==> config.mk <==
export PLATFORM = sky130hd
export DESIGN_NAME = pc_ras_unit
export DESIGN_NICKNAME = d
export VERILOG_FILES = /design/src/rtl/pc_ras_unit.sv
export SDC_FILE = /design/constraint.sdc
export NUM_CORES = 1
export LEC_CHECK = 0
export CORE_ASPECT_RATIO = 1.75
export CORE_MARGIN = 2
export CORE_UTILIZATION = 52
export CTS_CLUSTER_DIAMETER = 150
export DETAILED_ROUTE_END_ITERATION = 6
export PLACE_DENSITY = 0.83
export SLEW_MARGIN = 40
export SYNTH_ARGS = -nofsm -noshare
export SYNTH_HDL_FRONTEND = slang
export SYNTH_SLANG_ARGS = --single-unit
==> constraint.sdc <==
create_clock -name clk -period 3.2 [get_ports clk]
set_input_delay 0.96 -clock clk [delete_from_list [all_inputs] [get_ports clk]]
set_output_delay 0.96 -clock clk [all_outputs]
set_load 0.1 [all_outputs]
==> src/rtl/pc_ras_unit.sv <==
// Fetch-address generator: program counter with increment, load, relative branch,
// stall, and a circular return-address stack for call/return.
module pc_ras_unit #(
   parameter int WIDTH        = 16,
   parameter int STEP         = 1,
   parameter int RESET_VECTOR = 0,
   parameter int RAS_DEPTH    = 4
) (
   input  logic             clk,
   input  logic             reset,
   input  logic             en,
   input  logic             load,
   input  logic [WIDTH-1:0] pc_in,
   input  logic             branch,
   input  logic [WIDTH-1:0] offset,
   input  logic             call,
   input  logic             ret,
   output logic [WIDTH-1:0] pc_out,
   output logic             ras_empty,
   output logic             ras_full,
   output logic             ras_overflow,
   output logic             ras_underflow
);

   localparam int PW = (RAS_DEPTH > 1) ? $clog2(RAS_DEPTH) : 1;
   localparam int CW = $clog2(RAS_DEPTH + 1);

   localparam logic [WIDTH-1:0] STEP_C     = WIDTH'(STEP);
   localparam logic [WIDTH-1:0] RESET_C    = WIDTH'(RESET_VECTOR);
   localparam logic [PW-1:0]    IDX_ZERO   = PW'(0);
   localparam logic [PW-1:0]    IDX_ONE    = PW'(1);
   localparam logic [PW-1:0]    IDX_LAST   = PW'(RAS_DEPTH - 1);
   localparam logic [CW-1:0]    CNT_ZERO   = CW'(0);
   localparam logic [CW-1:0]    CNT_ONE    = CW'(1);
   localparam logic [CW-1:0]    CNT_DEPTH  = CW'(RAS_DEPTH);

   logic [WIDTH-1:0] pc_r;
   logic [WIDTH-1:0] ras_mem_r [RAS_DEPTH];
   logic [PW-1:0]    top_r;
   logic [CW-1:0]    count_r;
   logic             ovf_r;
   logic             unf_r;

   logic [WIDTH-1:0] pc_nxt_s;
   logic [WIDTH-1:0] seq_pc_s;
   logic [PW-1:0]    top_nxt_s;
   logic [PW-1:0]    top_inc_s;
   logic [PW-1:0]    top_dec_s;
   logic [CW-1:0]    count_nxt_s;
   logic             push_s;
   logic             ovf_nxt_s;
   logic             unf_nxt_s;

   // Next-state selection; priority is ret > call > load > branch > increment.
   always_comb begin
      pc_nxt_s    = pc_r;
      top_nxt_s   = top_r;
      count_nxt_s = count_r;
      push_s      = 1'b0;
      ovf_nxt_s   = 1'b0;
      unf_nxt_s   = 1'b0;
      seq_pc_s    = pc_r + STEP_C;
      top_inc_s   = (top_r == IDX_LAST) ? IDX_ZERO : top_r + IDX_ONE;
      top_dec_s   = (top_r == IDX_ZERO) ? IDX_LAST : top_r - IDX_ONE;
      if (en) begin
         if (ret) begin
            if (count_r != CNT_ZERO) begin
               pc_nxt_s    = ras_mem_r[top_r];
               top_nxt_s   = top_dec_s;
               count_nxt_s = count_r - CNT_ONE;
            end else begin
               pc_nxt_s  = seq_pc_s;
               unf_nxt_s = 1'b1;
            end
         end else if (call) begin
            // A full stack wraps the top pointer onto the oldest slot, overwriting it.
            push_s    = 1'b1;
            pc_nxt_s  = pc_in;
            top_nxt_s = top_inc_s;
            if (count_r == CNT_DEPTH) begin
               ovf_nxt_s = 1'b1;
            end else begin
               count_nxt_s = count_r + CNT_ONE;
            end
         end else if (load) begin
            pc_nxt_s = pc_in;
         end else if (branch) begin
            pc_nxt_s = pc_r + offset;
         end else begin
            pc_nxt_s = seq_pc_s;
         end
      end else begin
         pc_nxt_s = pc_r;
      end
   end

   // PC, stack pointer, occupancy and error-pulse registers.
   always_ff @(posedge clk) begin
      if (!reset) begin
         pc_r    <= RESET_C;
         top_r   <= IDX_ZERO;
         count_r <= CNT_ZERO;
         ovf_r   <= 1'b0;
         unf_r   <= 1'b0;
      end else begin
         pc_r    <= pc_nxt_s;
         top_r   <= top_nxt_s;
         count_r <= count_nxt_s;
         ovf_r   <= ovf_nxt_s;
         unf_r   <= unf_nxt_s;
      end
   end

   // Return-address storage; contents are don't-care after reset.
   always_ff @(posedge clk) begin
      if (reset && push_s) begin
         ras_mem_r[top_nxt_s] <= seq_pc_s;
      end
   end

   assign pc_out        = pc_r;
   assign ras_empty     = (count_r == CNT_ZERO);
   assign ras_full      = (count_r == CNT_DEPTH);
   assign ras_overflow  = ovf_r;
   assign ras_underflow = unf_r;

endmodule
Yosys cells after proc, flatten, opt, wreduce, memory -nomap -nowiden:

Memories as Yosys holds them, arrays and structs flattened. A register that Yosys moved wholly into a read port is not among the register bits.
Index checks and enable logic that the tools add are counted.

* flip-flop bits (word level): 23
* input port bits: 39
* bits in writable memories: 64
* memories: 1

* muxes and demuxes: 23
* bitwise gates (word level): 3
* add/sub/neg operators: 6
* equality and inequality tests: 4
* reductions and logical operators: 8

Memories
* ras_mem_r: depth 4, bits a word 16, rd ports 1, clocked after Yosys merged registers in 1, wr ports 1, RTL line 38 `logic [WIDTH-1:0] ras_mem_r [RAS_DEPTH];`

Operators by type and width (number)
* $mux 16: 5
* $add 16x1->16 const B: 1
* $add 16x16->16: 1
* $mux 2: 7
* $mux 3: 4
* $mux 1: 7
* $reduce_and 4->1: 1
* $reduce_or 4->1: 1
* $add 3x1->3 const B: 1
* $eq 3x3->1 const B: 1
* $logic_not 3->1: 1
* $not 1->1: 3
* $reduce_and 3->1: 1
* $reduce_bool 3->1: 1
* $sub 3x1->3 const B: 1
* $add 2x1->2 const B: 1
* $eq 2x2->1 const B: 1
* $logic_not 2->1: 1
* $ne 2x1->1 const B: 1
* $ne 2x2->1 const B: 1
* $reduce_bool 2->1: 1
* $sub 2x1->2 const B: 1
* $logic_and 1x1->1: 1

Depth between registers and ports, before layout:

Gate-level depths: netlist of the first run.

* depth in word-level cells: 6
* gate-level depth with buffers: 9
* gate-level depth less buffers: 9

Least setup slack after synthesis of the first run:

Ideal clock, no wire load.

* kind: in2reg
* from: input port en
* to: memory ras_mem_r[3][0] (enable)
* stages on the path: 5
* data arrival time: 2.625 ns
* setup slack: 0.187 ns
* cell sequence: clkbuf_1 -> clkbuf_1 -> clkbuf_1 -> a22oi_1 -> nor2_1

* longest elaborated chain between the ends: 4
* elaborated cells between the ends (all ways): 5

RTL lines
* start, declared: RTL line 11 `input logic en,`
* $mux 1: RTL line 65 `if (en) begin`
* $logic_and 1x1->1: RTL line 116 `if (reset && push_s) begin`
* $mux 1: RTL line 116
* $mux 1 (not written as such): RTL line 117 `ras_mem_r[top_nxt_s] <= seq_pc_s;`
* end, declared: RTL line 38

Parallel ways exist; a longest one is shown, timed or not.

Final worst setup path of the first run:

* from: input port offset[0]
* to: register pc_r[12] (netlist: pc_out[12])

* longest elaborated chain between the ends: 5

RTL lines
* start, declared: RTL line 15 `input logic [WIDTH-1:0] offset,`
* $add 16x16->16: RTL line 88 `pc_nxt_s = pc_r + offset;`
* $mux 16: RTL line 87 `end else if (branch) begin`
* $mux 16: RTL line 85 `end else if (load) begin`
* $mux 16: RTL line 75 `end else if (call) begin`
* $mux 16: RTL line 66 `if (ret) begin`
* end signal, assigned: RTL line 106 `pc_r <= pc_nxt_s;`
* end, declared: RTL line 37 `logic [WIDTH-1:0] pc_r;`

Every way passes these cells.
A chain may end at the register's enable or synchronous reset.

==> results of run 1 <==
## flip-flops by register name, indices dropped and copies added (netlist names)
register       flops
count_r            3
pc_out            16
ras_mem_r         64
top_r              2
ras_overflow       1
ras_underflow      1
## cell families (layout without fill, tap and decap cells)
| group | Yosys count | after routing | synth area share [%] |
|---|---|---|---|
| compound gates | 135 | 135 | 17.75 |
| buf+inv | 42 | 125 | 3.374 |
| fa+ha+maj | 20 | 20 | 5.339 |
| mux | 23 | 23 | 8.663 |
| flops | 87 | 87 | 47.95 |
| simple gates | 120 | 120 | 12.19 |
| xor+xnor | 26 | 26 | 4.734 |
## worst register-to-register path, cell delays in order, from the launching register on
cell      delay, ns
dfxtp_1        0.40
ha_1           0.27
fa_2           0.39
a211oi_2       0.23
buf_4          0.16
o21ai_1        0.08
buf_4          0.14
a21oi_1        0.13
o221ai_1       0.14
xnor2_1        0.15
o21ai_1        0.13
o311ai_1       0.12
## cells in the final DEF, fill, tap and decap left out, types with 6 or more instances in the layout
master and n:
xor2_1 7, o21ai_1 15, and3_1 7, inv_1 14
mux4_2 16, o21a_1 6, nor2_1 31, dfxtp_1 23
a211oi_1 10, nand2_1 29, a21oi_1 27, mux2i_1 7
a21o_1 7, o21ai_0 20, clkdlybuf4s50_1 38, nand4_1 6
nor3_1 11, buf_4 53, nand3_1 12, clkbuf_16 9
ha_1 18, xnor2_1 18, edfxtp_1 64, a31oi_1 12
## metrics by stage
step	power (mW)	TNS (ns)	instance area (sq um)
after floorplan	1.902	0	4969
after global placement	2.148	-0.7866	5816
after detailed placement	2.175	-1.060	5816
after CTS	3.215	0	6113
after global routing	3.329	0	6128
final	3.226	0	6128
## area by class of cell
| type | instances | share of cell area [%] |
|---|---|---|
| Clock buffer | 10 | 3.736 |
| Clock inverter | 6 | 1.123 |
| Inverter | 17 | 1.041 |
| Multi-Input combinational cell | 324 | 39.71 |
| Sequential cell | 87 | 38.87 |
| Tap cell | 122 | 2.491 |
| Timing Repair Buffer | 92 | 13.03 |
## power groups by stage
stage               logic, mW  registers (mW)  clock network (mW)
global route            0.920            1.31                1.10
floorplan               0.439            1.46                   0
CTS                     0.852            1.31                1.06
global placement        0.820            1.33                   0
finish                  0.866            1.31                1.05
detailed placement      0.845            1.33                   0
## layer usage
metal | share of wire, % | vias to the layer above | global-route usage, % | wire, um
met5 | 0 | - | 0 | 0
met4 | 5.4 | 0 | 15.98 | 762
met3 | 7.6 | 69 | 4.607 | 1073
met2 | 53 | 282 | 49.28 | 7505
met1 | 34 | 2071 | 31.42 | 4771
li1 | - | 1898 | - | -
## worst max path at each step
stage / from / endpoint / slack (ns) / cells past startpoint
floorplan: en / ras_mem_r[3][0] / 0.19 / 5
global placement: offset[0] / pc_out[12] / -0.23 / 12
detailed placement: offset[0] / pc_out[12] / -0.31 / 12
CTS: offset[0] / pc_out[12] / 0.05 / 12
global route: offset[0] / pc_out[12] / 0.02 / 12
finish: offset[0] / pc_out[12] / 0.12 / 12
==> flow_summary.json, run 1 <==
{
  "outcome": "finished, final reports clean",
  "drc": 0,
  "synthTopCellsByArea": "edfxtp_1 39%, dfxtp_1 9.3%, mux4_2 7.3%",
  "worstSetupEndpointType": "register",
  "viasPerCell": 6.565,
  "clkPwrFrac_pct": 32.5,
  "report.final.hold_viol_count": 0,
  "switching_share_pct": 32.26,
  "grt_max_degree": 34,
  "drtAntennaViolNets": 0,
  "antennaDiodeCount": 0,
  "synth.distinct_cells": 61,
  "fin_crit_sh_pct": 96.21,
  "dieArea_sq_um": 10380,
  "period_needed_ns": 3.079,
  "cts_buffers": 9,
  "crit_buf_inv": 3,
  "hpwl_um": 10230,
  "pwr-share-comb_pct": 26.9,
  "vias": 4320,
  "post_cts_buffers": 0,
  "nets": 590,
  "cts_tree": "done",
  "tightest_slew_ns": 0.6648,
  "r2r_setup_slack_ns": 0.72,
  "routed_wl_um": 14110,
  "synth_common_cells": "64 x edfxtp_1, 31 x nor2_1, 29 x nand2_1",
  "die_y_um": 133.3,
  "synth_top_area_share_pct": 38.68,
  "layout-drive-gt1-share_pct": 19.22,
  "hold_path_class": "reg -> reg",
  "placed_cells": 642,
  "setup_viol": 0,
  "cp_max_fo": 3,
  "cts_hold_buf": 0,
  "fill_cells": 677,
  "io_pins": 59,
  "path_class": "in -> reg",
  "synthCells": 453,
  "antenna_found_initial": 0,
  "hold-worst-slack_ns": 0.5408,
  "finClkSkew_ns": 0.006549,
  "worstSetupStartpointType": "input port",
  "synth-seq-cells": 87,
  "p_sw_mw": 1.041,
  "netlist_area_sq_um": 4969,
  "firstDrtPassIters": 6,
  "timing.rr.end": "pc_out[12]",
  "synth_area_leader_cell": "edfxtp_1",
  "path_delay_family": "compound AO/OA/AOI/OAI gates",
  "worst_path_largest_cell_delay_ns": 0.41,
  "synth_edf_count": 64,
  "postLayoutCoreUtil_pct": 65.54,
  "p_per_area_nw_per_um2": 526.4,
  "portBuffers": 58,
  "synth_warnings": 0,
  "min-delay-start": "count_r[0]",
  "clk_pin_slew_ns": 0.07,
  "start_util_pct": 53.14,
  "fp-row-count": 47,
  "holdPathEnd": "count_r[0]",
  "ctsResizeCount": 0,
  "register_area_sq_um": 2382,
  "synthFlopType": "edfxtp_1",
  "cts_sinks": 87,
  "grt_pass1_wl_um": 22120,
  "seqPwrFrac_pct": 40.6,
  "fin_cells": 658,
  "synth_most_common_cell": "edfxtp_1",
  "root_buffer": "clkbuf_16",
  "syn-num-nets": 512,
  "insertion_delay_ns": 0.35,
  "rsz0062_at_grt": "no",
  "drtIter0Drc": 435,
  "p_leak_nw": 2.275,
  "critPathRequiredTime_ns": 3.40,
  "slew_violations": 0,
  "coreArea_sq_um": 9350,
  "die_width_um": 77.89,
  "internal_power_mw": 2.185,
  "multiInputGateArea_sq_um": 2434,
  "gp_congestion": 0.9571,
  "seq_area_frac_synth_pct": 47.95,
  "path_cells": "clkdlybuf4s50_1 > ha_1 > fa_2 > a211oi_2 > buf_4 > o21ai_1 > buf_4 > a21oi_1 > o221ai_1 > xnor2_1 > o21ai_1 > o311ai_1",
  "cts_max_path_buffers": 2,
  "crit_slowest_cell": "clkdlybuf4s50_1",
  "synthToLayoutAreaGrowth_pct": 23.34,
  "wire_per_inst_um": 21.45,
  "h-tree-depth": 3,
  "grt_use_total_pct": 27.92,
  "whs_path_depth": 2,
  "ir_drop_v": 0.0003274,
  "place_ws_ns": -0.3056,
  "cap_violations": 0,
  "grt_pass1_vias": 4351,
  "reg2reg_depth": 11,
  "layout_setup_ws_ns": 0.1213,
  "fmax_mhz": 324.8,
  "syn_avg_cell_area_sq_um": 10.97,
  "grt_overflow_total": 0,
  "cp.arrival_ns": 3.28,
  "synth_async_sr_flop_share_pct": 0,
  "reg2reg_from": "pc_out[0]",
  "slew_headroom_pct": 55.68
}
Note: power is estimated with default switching activity, not from simulation.
==> inputs of run 2 (changes only) <==
Settings changed: CTS_CLUSTER_DIAMETER 150 to 50, SKIP_LAST_GASP from default to 1.
==> results of run 2 <==
Final layout, timing and power as in run 1 (identical DEF).
